`src/rtl/rom_port_arbiter.sv`:
```
// rom_port_arbiter: shares one toggle-handshake 16-bit memory port between the
// ioctl download writer and two byte-wide read requesters (A = main CPU,
// B = second CPU). Downloads always win; A and B alternate when both wait.
// Optional build macro ROM_WORD_CACHE_EN adds a one-word read cache per
// requester so repeated reads of the same 16-bit word skip the memory port.
module rom_port_arbiter #(
  parameter int RD_AW = 16
) (
  input  logic             clk_sys,
  input  logic             reset,
  input  logic             ioctl_downl,
  input  logic             ioctl_wr,
  input  logic [24:0]      ioctl_addr,
  input  logic [7:0]       ioctl_dout,
  input  logic             a_rd,
  input  logic [RD_AW-1:0] a_addr,
  output logic [7:0]       a_data,
  output logic             a_valid,
  input  logic             b_rd,
  input  logic [RD_AW-1:0] b_addr,
  output logic [7:0]       b_data,
  output logic             b_valid,
  output logic             mem_req,
  input  logic             mem_ack,
  output logic             mem_we,
  output logic [21:0]      mem_addr,
  output logic [1:0]       mem_ds,
  output logic [15:0]      mem_din,
  input  logic [15:0]      mem_dout,
  output logic             dl_ovf
);

  typedef enum logic [1:0] {IDLE, DL_WAIT, RD_WAIT} state_t;

  state_t           r_state, w_state_nxt;
  logic             r_wr_q, r_downl_q;
  logic             w_wr_rise, w_downl_rise;
  logic             r_dl_pend, r_dl_ovf;
  logic [22:0]      r_dl_addr;
  logic [7:0]       r_dl_data;
  logic             r_a_pend, r_b_pend;
  logic [RD_AW-1:0] r_a_addr, r_b_addr;
  logic             r_prio_b, r_cur_b, r_cur_lsb;
  logic             r_mem_req, r_mem_we;
  logic [21:0]      r_mem_addr;
  logic [1:0]       r_mem_ds;
  logic [15:0]      r_mem_din;
  logic [7:0]       r_a_data, r_b_data;
  logic             r_a_valid, r_b_valid;
  logic             w_a_req, w_b_req, w_a_hit, w_b_hit;
  logic             w_iss_dl, w_iss_a, w_iss_b, w_done, w_rd_done;
  logic [RD_AW-1:0] w_rd_addr;
  logic [7:0]       w_rd_byte;

  assign w_wr_rise    = ioctl_wr & ~r_wr_q;
  assign w_downl_rise = ioctl_downl & ~r_downl_q;
  // Read strobes are dropped outright while a download owns the memory.
  assign w_a_req      = a_rd & ~ioctl_downl;
  assign w_b_req      = b_rd & ~ioctl_downl;
  assign w_rd_addr    = w_iss_b ? r_b_addr : r_a_addr;
  assign w_rd_done    = w_done & (r_state == RD_WAIT);
  assign w_rd_byte    = r_cur_lsb ? mem_dout[15:8] : mem_dout[7:0];

  assign mem_req  = r_mem_req;
  assign mem_we   = r_mem_we;
  assign mem_addr = r_mem_addr;
  assign mem_ds   = r_mem_ds;
  assign mem_din  = r_mem_din;
  assign a_data   = r_a_data;
  assign a_valid  = r_a_valid;
  assign b_data   = r_b_data;
  assign b_valid  = r_b_valid;
  assign dl_ovf   = r_dl_ovf;

  // Previous-cycle copies of the strobes for edge detection.
  always_ff @(posedge clk_sys or posedge reset) begin
    if (reset) begin
      r_wr_q    <= 1'b0;
      r_downl_q <= 1'b0;
    end else begin
      r_wr_q    <= ioctl_wr;
      r_downl_q <= ioctl_downl;
    end
  end

  // FSM state register.
  always_ff @(posedge clk_sys or posedge reset) begin
    if (reset) r_state <= IDLE;
    else       r_state <= w_state_nxt;
  end

  // Next state and issue decisions: download first, then round-robin A/B.
  // Reads are held back on the cycle a download starts, since that edge
  // flushes every pending read.
  always_comb begin
    w_state_nxt = r_state;
    w_iss_dl    = 1'b0;
    w_iss_a     = 1'b0;
    w_iss_b     = 1'b0;
    w_done      = 1'b0;
    case (r_state)
      IDLE: begin
        if (r_dl_pend) begin
          w_iss_dl    = 1'b1;
          w_state_nxt = DL_WAIT;
        end else if (!w_downl_rise && r_a_pend && (!r_b_pend || !r_prio_b)) begin
          w_iss_a     = 1'b1;
          w_state_nxt = RD_WAIT;
        end else if (!w_downl_rise && r_b_pend) begin
          w_iss_b     = 1'b1;
          w_state_nxt = RD_WAIT;
        end
      end
      DL_WAIT, RD_WAIT: begin
        if (mem_ack == r_mem_req) begin
          w_done      = 1'b1;
          w_state_nxt = IDLE;
        end
      end
      default: w_state_nxt = IDLE;
    endcase
  end

  // Download byte capture; a second byte before the first is issued is lost
  // and flagged. A byte landing on the issue edge refills the slot cleanly.
  always_ff @(posedge clk_sys or posedge reset) begin
    if (reset) begin
      r_dl_pend <= 1'b0;
      r_dl_addr <= '0;
      r_dl_data <= '0;
      r_dl_ovf  <= 1'b0;
    end else if (w_wr_rise) begin
      if (r_dl_pend && !w_iss_dl) begin
        r_dl_ovf <= 1'b1;
      end else begin
        r_dl_pend <= 1'b1;
        r_dl_addr <= ioctl_addr[22:0];
        r_dl_data <= ioctl_dout;
      end
    end else if (w_iss_dl) begin
      r_dl_pend <= 1'b0;
    end
  end

  // Read request capture: a newer strobe replaces the address of an unserved
  // one; a strobe on or after the issue edge becomes a fresh request.
  always_ff @(posedge clk_sys or posedge reset) begin
    if (reset) begin
      r_a_pend <= 1'b0;
      r_a_addr <= '0;
      r_b_pend <= 1'b0;
      r_b_addr <= '0;
    end else begin
      if (w_downl_rise)                r_a_pend <= 1'b0;
      else if (w_a_req && !w_a_hit) begin
        r_a_pend <= 1'b1;
        r_a_addr <= a_addr;
      end else if (w_iss_a || w_a_hit) r_a_pend <= 1'b0;
      if (w_downl_rise)                r_b_pend <= 1'b0;
      else if (w_b_req && !w_b_hit) begin
        r_b_pend <= 1'b1;
        r_b_addr <= b_addr;
      end else if (w_iss_b || w_b_hit) r_b_pend <= 1'b0;
    end
  end

  // Memory port drive: request toggle and payload move together on issue.
  always_ff @(posedge clk_sys or posedge reset) begin
    if (reset) begin
      r_mem_req  <= 1'b0;
      r_mem_we   <= 1'b0;
      r_mem_addr <= '0;
      r_mem_ds   <= '0;
      r_mem_din  <= '0;
      r_cur_b    <= 1'b0;
      r_cur_lsb  <= 1'b0;
      r_prio_b   <= 1'b0;
    end else if (w_iss_dl) begin
      r_mem_req  <= ~r_mem_req;
      r_mem_we   <= 1'b1;
      r_mem_addr <= r_dl_addr[22:1];
      r_mem_ds   <= {r_dl_addr[0], ~r_dl_addr[0]};
      r_mem_din  <= {r_dl_data, r_dl_data};
    end else if (w_iss_a || w_iss_b) begin
      r_mem_req  <= ~r_mem_req;
      r_mem_we   <= 1'b0;
      r_mem_addr <= 22'(w_rd_addr >> 1);
      r_mem_ds   <= 2'b11;
      r_cur_b    <= w_iss_b;
      r_cur_lsb  <= w_rd_addr[0];
      r_prio_b   <= w_iss_a;
    end
  end

`ifdef ROM_WORD_CACHE_EN
  logic             r_a_cv, r_b_cv;
  logic [RD_AW-2:0] r_a_ctag, r_b_ctag;
  logic [15:0]      r_a_cdat, r_b_cdat;
  logic [7:0]       w_a_hit_byte, w_b_hit_byte;

  // A hit is not taken while that requester's own read is in flight, so the
  // completion pulse and the hit pulse can never collide.
  assign w_a_hit = w_a_req & r_a_cv & (r_a_ctag == a_addr[RD_AW-1:1]) &
                   ~((r_state == RD_WAIT) & ~r_cur_b);
  assign w_b_hit = w_b_req & r_b_cv & (r_b_ctag == b_addr[RD_AW-1:1]) &
                   ~((r_state == RD_WAIT) & r_cur_b);
  assign w_a_hit_byte = a_addr[0] ? r_a_cdat[15:8] : r_a_cdat[7:0];
  assign w_b_hit_byte = b_addr[0] ? r_b_cdat[15:8] : r_b_cdat[7:0];

  // Word cache fill on read completion; a new download invalidates both.
  always_ff @(posedge clk_sys or posedge reset) begin
    if (reset) begin
      r_a_cv   <= 1'b0;
      r_b_cv   <= 1'b0;
      r_a_ctag <= '0;
      r_b_ctag <= '0;
      r_a_cdat <= '0;
      r_b_cdat <= '0;
    end else if (w_downl_rise) begin
      r_a_cv <= 1'b0;
      r_b_cv <= 1'b0;
    end else if (w_rd_done) begin
      if (r_cur_b) begin
        r_b_cv   <= 1'b1;
        r_b_ctag <= r_mem_addr[RD_AW-2:0];
        r_b_cdat <= mem_dout;
      end else begin
        r_a_cv   <= 1'b1;
        r_a_ctag <= r_mem_addr[RD_AW-2:0];
        r_a_cdat <= mem_dout;
      end
    end
  end
`else
  assign w_a_hit = 1'b0;
  assign w_b_hit = 1'b0;
`endif

  // Read responses: byte select on completion (or cache hit), one-cycle valid.
  always_ff @(posedge clk_sys or posedge reset) begin
    if (reset) begin
      r_a_data  <= '0;
      r_b_data  <= '0;
      r_a_valid <= 1'b0;
      r_b_valid <= 1'b0;
    end else begin
      r_a_valid <= 1'b0;
      r_b_valid <= 1'b0;
      if (w_rd_done && !r_cur_b) begin
        r_a_data  <= w_rd_byte;
        r_a_valid <= 1'b1;
      end
      if (w_rd_done && r_cur_b) begin
        r_b_data  <= w_rd_byte;
        r_b_valid <= 1'b1;
      end
`ifdef ROM_WORD_CACHE_EN
      if (w_a_hit) begin
        r_a_data  <= w_a_hit_byte;
        r_a_valid <= 1'b1;
      end
      if (w_b_hit) begin
        r_b_data  <= w_b_hit_byte;
        r_b_valid <= 1'b1;
      end
`endif
    end
  end

endmodule

```
`config.mk`:
```
export PLATFORM = sky130hd
export DESIGN_NAME = rom_port_arbiter
export DESIGN_NICKNAME = d
export VERILOG_FILES = /design/src/rtl/rom_port_arbiter.sv
export SDC_FILE = /design/constraint.sdc
export NUM_CORES = 1
export LEC_CHECK = 0
export CAP_MARGIN = 5
export CORE_ASPECT_RATIO = 1.5
export CORE_MARGIN = 3
export CORE_UTILIZATION = 56
export CTS_CLUSTER_DIAMETER = 40
export CTS_CLUSTER_SIZE = 10
export DETAILED_ROUTE_END_ITERATION = 12
export DONT_BUFFER_PORTS = 1
export PLACE_DENSITY = 0.81
export SLEW_MARGIN = 25
export SYNTH_ARGS = -nofsm -noshare
export SYNTH_HDL_FRONTEND = slang
export SYNTH_SLANG_ARGS = --single-unit
```
`constraint.sdc`:
```
create_clock -name clk_sys -period 4.35 [get_ports clk_sys]
set_input_delay 1.0875 -clock clk_sys [delete_from_list [all_inputs] [get_ports clk_sys]]
set_output_delay 1.0875 -clock clk_sys [all_outputs]
set_load 0.02 [all_outputs]
```
==> metrics.cfg, run 1 <==
[logic_synthesis]
synth_edf_count = 0
netlist_instances = 373
synthArstFlopShare_pct = 100
synth_area_per_cell_um2 = 13.8
synth_seq_area_share_pct = 61.2
synth_nets = 463
synth_area_um2 = 5150
synth_top_family_by_area = multiplexers
ys_seq_elements = 126
synth_mux_area_share_pct = 17.1
synth-simple-area-share_pct = 5.95
synth.most_common_cell = dfrtp_1
ys_warn_count = 0
synthTopCellsByArea = dfrtp_1 (61%), mux2_2 (15%), a221o_1 (6.0%)
yosys-top-cells-count = dfrtp_1 (126), mux2_2 (67), a221o_1 (31)
synth_largest_area_cell = dfrtp_1
synth_compound_area_share_pct = 10.9
synth_top_area_share_pct = 61.2
ys.flop_type = dfrtp_1
synth_fa_ha_area_share_pct = 0.486
ys_types = 35
synth-xor-area-share_pct = 0.340

[floorplan]
die_h_um = 123
start_util_pct = 58.0
fp.dieArea_um2 = 10400
dieWidth_um = 84.3
core_um2 = 8880
io_pins = 149
rows = 42

[sta]
max_slew_margin_pct = 34.8
fmax_ghz = 0.388
finClkSkew_ns = 0.00604
setup_tns_ns = 0
final_hold_viol_count = 0
grt_setup_unrepaired = no
period_needed_ns = 2.58
period_share_pct = 59.2
finalSetupViolCount = 0
report.final.slew_viol_count = 0
tightest_slew_ns = 0.976

[routing]
ant_nets = 0
route.final.wire_length_um = 10600
drt-wirelength-per-cell_um = 21.7
first_pass_iters = 4
first_iter_violations = 97
routed-via-count = 2981
route.detailed.drc = 0
viasPerCell = 6.12

[clocking]
numCtsBuffers = 17
clk_latency_ns = 0.40
postCtsHoldBufs = 0
cts_root_buffer = clkbuf_16
htreeDepth = 4
post-cts-setup-buffers = 0
cts-resized-gates = 0
cts_tree = done
clk_path_buf_depth = 2
cts.sinks = 126
clk_pin_slew_ns = 0.05

[hold_path]
holdPathEnd = r_dl_data[7]$_DFFE_PP0P_
min_path_type = reg2reg
hp-start = r_dl_data[7]$_DFFE_PP0P_
worstHoldPathCells = 1

[worst_setup_path]
critical_path_class = reg2reg
critical_path.max_fanout = 16
rr_worst_depth = 7
required_ns = 4.68
r2r_start = r_state[0]$_DFFE_PP0P_
reg2reg_to = mem_addr[11]$_DFFE_PP0P_
cp.arrival_ns = 2.90
setup.worst_path.start = r_state[0]$_DFFE_PP0P_
reg2reg_slack_ns = 1.77
cp-start-kind = register
end_kind = register

[placed_design]
gp_congestion = 0.744
port_buffers = 0
dp_hpwl_um = 7280

[global_route]
grt_max_degree = 76
overflow = 0
antenna_found_initial = 1
grt_usage_pct = 21.1
grt_pass1_wl_um = 16600
grt_pass1_vias = 3252

[flow_run]
drv_cap = 0

[power]
power_density_nw_per_um2 = 796
leakagePower_nw = 2.45
p_total_mw = 4.52
ir_worst_vdd_mv = 0.429

[finish]
areaGrowthSynthToFinish_pct = 10.2
drive_above_1_share_pct = 28.5
layout.nets = 457

[outcome]
outcome = finished, final reports clean

-- area by class of cell --
| cell class | count | area, um2 |
|---|---|---|
| fillers | 678 | 3200 |
| flip-flops and latches | 126 | 3150 |
| multi-input cells | 211 | 1810 |
| clock buffers | 27 | 513 |
| well taps | 110 | 138 |
| repair buffers | 4 | 30.0 |
| inverters | 7 | 30.0 |
| clock inverters | 1 | 5.00 |
| diodes | 1 | 2.50 |
-- sequential cells by signal, summed over array words and instances (netlist names), 2 cells and up --
name and flops:
a_data 8, b_data 8, mem_addr 22, mem_din 8, mem_ds 2, r_a_addr 16, r_b_addr 16, r_dl_addr 23
r_dl_data 8, r_state 2
-- cells by family after synthesis --
logic type / Yosys count
fa+ha+maj: 2
buf+inv: 36
flops: 126
xor+xnor: 2
compound gates: 70
mux: 79
simple gates: 58
-- critical path, stage by stage, from the launching register on --
cell      delay [ns]
dfrtp_1         0.36
inv_1           0.09
ha_1            0.39
buf_4           0.28
nand2b_2        0.12
nor2b_1         0.27
and3_1          0.71
a221o_1         0.28
-- metrics by stage --
step	instances	setup WS [ns]	cell area, um2	hold WS [ns]	utilization [%]
2_1_floorplan	373	1.71	5160	0.452	-
3_3_place_gp	458	1.85	5160	0.461	58.1
3_5_place_dp	458	1.75	5160	0.477	58.1
4_1_cts	486	1.74	5670	0.488	63.9
5_1_grt	487	1.57	5680	0.511	63.9
6_report	487	1.77	5680	0.485	63.9
-- worst max-delay path by stage --
stage | end | cells past startpoint
after floorplan | a_data[0]$_DFFE_PP0P_ | 1
after global placement | mem_addr[8]$_DFFE_PP0P_ | 7
after detailed placement | mem_addr[11]$_DFFE_PP0P_ | 7
after CTS | mem_addr[11]$_DFFE_PP0P_ | 7
after global routing | mem_addr[11]$_DFFE_PP0P_ | 7
final | mem_addr[11]$_DFFE_PP0P_ | 7
-- power by group --
group | switching, mW | total (mW) | internal, mW | leakage [nW]
registers | 0.666 | 2.25 | 1.59 | 1.50
clock network | 0.439 | 1.23 | 0.789 | 0.255
logic | 0.491 | 1.04 | 0.546 | 0.703
total | 1.60 | 4.52 | 2.92 | 2.45
-- metal layers --
metal,global-route usage (%),part of all wire (%),vias up
met1,23.2,38,1529
met3,6.47,6.0,18
met2,37.4,53,105
met5,0,0,-
met4,9.60,2.4,0
li1,-,-,1329
-- cells in the final DEF, fill, tap and decap left out, types with 5 or more instances in the layout --
cell / n
dfrtp_1: 126
mux2_2: 67
a221o_1: 31
a21oi_1: 20
nor2_1: 17
clkbuf_16: 17
nor2b_1: 16
mux2i_1: 8
a22o_1: 7
nand2_1: 7
inv_1: 6
clkbuf_1: 5
clkbuf_8: 5
Power figures use the tool's default switching activity.
==> inputs of run 2 (changes only) <==
CORE_UTILIZATION = 60   (was 56)
PLACE_DENSITY = 0.83   (was 0.81)
clock period = 2.51 ns   (was 4.35 ns; I/O delays follow)
==> metrics.cfg, run 2 (same netlist as run 1, synthesis figures left out) <==
[outcome]
outcome = finished, final reports clean  ; unchanged

[finish]
n_fill_cell = 567  ; was 678
drive_above_1_share_pct = 30.7  ; was 28.5%
layout_common_cells = dfrtp_1 (126), mux2_2 (67), a221o_1 (31), a21oi_1 (20)  ; unchanged
largest_reg_flops = 23  ; unchanged
multi_input_area_um2 = 1810  ; unchanged
regMostFlops = r_dl_addr  ; unchanged
layout.nets = 464  ; was 457
antenna_cells = 0  ; was 1
areaGrowthSynthToFinish_pct = 12.9  ; was 10.2%
layout_commonest_cell = dfrtp_1  ; unchanged
seqCellArea_um2 = 3150  ; unchanged

[sta]
grt_setup_unrepaired = no  ; unchanged
fmax_ghz = 0.513  ; was 0.388 GHz
tightest_slew_ns = 0.861  ; was 0.976 ns
period_needed_ns = 1.95  ; was 2.58 ns
period_share_pct = 77.7  ; was 59.2%
finClkSkew_ns = 0.00750  ; was 0.00604 ns
final_hold_viol_count = 0  ; unchanged
finalSetupViolCount = 0  ; unchanged
setup_tns_ns = 0  ; unchanged
max_slew_margin_pct = 42.6  ; was 34.8%
report.final.slew_viol_count = 0  ; unchanged
whs_ns = 0.242  ; was 0.485 ns

[routing]
first_pass_iters = 4  ; unchanged
routed-via-count = 3011  ; was 2,981
first_iter_violations = 147  ; was 97
ant_nets = 0  ; unchanged
drt-wirelength-per-cell_um = 21.7  ; about the same
route.final.wire_length_um = 10700  ; was 10,600 um
viasPerCell = 6.12  ; about the same
route.detailed.drc = 0  ; unchanged

[clocking]
cts_tree = done  ; unchanged
cts_root_buffer = clkbuf_16  ; unchanged
numCtsBuffers = 17  ; unchanged
post-cts-setup-buffers = 0  ; unchanged
clk_pin_slew_ns = 0.05  ; about the same
clk_latency_ns = 0.40  ; about the same
htreeDepth = 4  ; unchanged
cts.sinks = 126  ; unchanged
cts-resized-gates = 0  ; unchanged
clk_path_buf_depth = 2  ; unchanged
postCtsHoldBufs = 0  ; unchanged

[worst_setup_path]
rr_worst_depth = 7  ; unchanged
cp.arrival_ns = 2.29  ; was 2.90 ns
critical_path.max_fanout = 12  ; was 16
max_stage_delay_ns = 0.42  ; was 0.71 ns
required_ns = 2.85  ; was 4.68 ns
cp-start-kind = register  ; unchanged
timing.critical_path.max_delay_family = simple AND/OR/NAND/NOR gates  ; unchanged
worstPathBufferInverterCount = 2  ; unchanged
path_cells = inv_1 -> ha_1 -> nand2b_2 -> nor2b_1 -> and3_1 -> buf_12 -> a221o_1  ; was inv_1 -> ha_1 -> buf_4 -> nand2b_2 -> nor2b_1 -> and3_1 -> a221o_1
path_depth = 7  ; unchanged
critPathSlowestCell = and3_1  ; unchanged
critical_path_class = reg2reg  ; unchanged
end_kind = register  ; unchanged

[floorplan]
die_h_um = 120  ; was 123 um
fp.dieArea_um2 = 9760  ; was 10,400 um2
core_um2 = 8210  ; was 8880 um2
start_util_pct = 62.8  ; was 58.0%
io_pins = 149  ; unchanged
dieWidth_um = 81.7  ; was 84.3 um
rows = 40  ; was 42

[hold_path]
min_path_type = in2async  ; was reg2reg

[global_route]
grt_max_degree = 127  ; was 76
grtUsageMet3_pct = 8.63  ; was 6.47%
antenna_found_initial = 0  ; was 1
overflow = 0  ; unchanged
grt.busiest_layer = met2  ; unchanged
use_met1_pct = 26.9  ; was 23.2%
grt_usage_pct = 24.0  ; was 21.1%
grt_pass1_vias = 3374  ; was 3,252
grt_pass1_wl_um = 17200  ; was 16,600 um
use_met2_pct = 40.6  ; was 37.4%

[placed_design]
gp_congestion = 0.737  ; was 0.744
dp_hpwl_um = 7150  ; was 7280 um
port_buffers = 0  ; unchanged

[power]
p_total_mw = 8.15  ; was 4.52 mW
leakagePower_nw = 2.54  ; was 2.45 nW
power_density_nw_per_um2 = 1400  ; was 796 nW/um2
ir_worst_vdd_mv = 0.672  ; was 0.429 mV

[flow_run]
drv_cap = 0  ; unchanged

## run 2: changes by cell type in the layout (fill, tap and decap cells not counted), sizes merged
cell and change:
clkbuf -1, diode -1, clkinv +3, buf +7, bufinv +2
## run 2: routing by layer
layer / vias up / wire length [um] / share of wire, %
li1: 1351 / - / -
met5: - / 0 / 0
met1: 1529 / 3880 / 36
met2: 112 / 5820 / 55
met3: 19 / 800 / 7.5
met4: 0 / 175 / 1.6
## run 2: per-stage QoR
stage / instances / util [%] / instance area [um2] / worst slack, ns
after floorplan: 373 / - / 5160 / 0.329
after global routing: 492 / 70.9 / 5820 / 0.358
final: 492 / 70.9 / 5820 / 0.561
after global placement: 460 / 63.7 / 5230 / 0.594
after CTS: 492 / 70.9 / 5820 / 0.535
after detailed placement: 460 / 63.7 / 5230 / 0.512
## run 2: worst paths after layout
check | from | to | slack, ns
max reg2reg | r_state[0]$_DFFE_PP0P_ | mem_addr[12]$_DFFE_PP0P_ | 0.56
max in group asynchronous | reset | r_a_addr[14]$_DFFE_PP0P_ | 1.72
min | reset | r_b_addr[4]$_DFFE_PP0P_ | 0.24
min reg2reg | r_dl_data[7]$_DFFE_PP0P_ | r_dl_data[7]$_DFFE_PP0P_ | 0.50
max | r_state[0]$_DFFE_PP0P_ | mem_addr[12]$_DFFE_PP0P_ | 0.56
min in group clk_sys | ioctl_downl | r_downl_q$_DFF_PP0_ | 0.25
## run 2: power by group
part / switching (mW) / internal [mW]
registers: 1.15 / 2.75
logic: 0.870 / 0.983
clock network: 0.803 / 1.59
total: 2.83 / 5.32
## run 2: cell type report
cell class              count  share of cell area (%)
inverters                   7                   0.516
well taps                 105                    2.26
multi-input cells         211                    31.1
flip-flops and latches    126                    54.2
clock buffers              26                    8.75
repair buffers             11                    1.85
clock inverters             6                    1.38
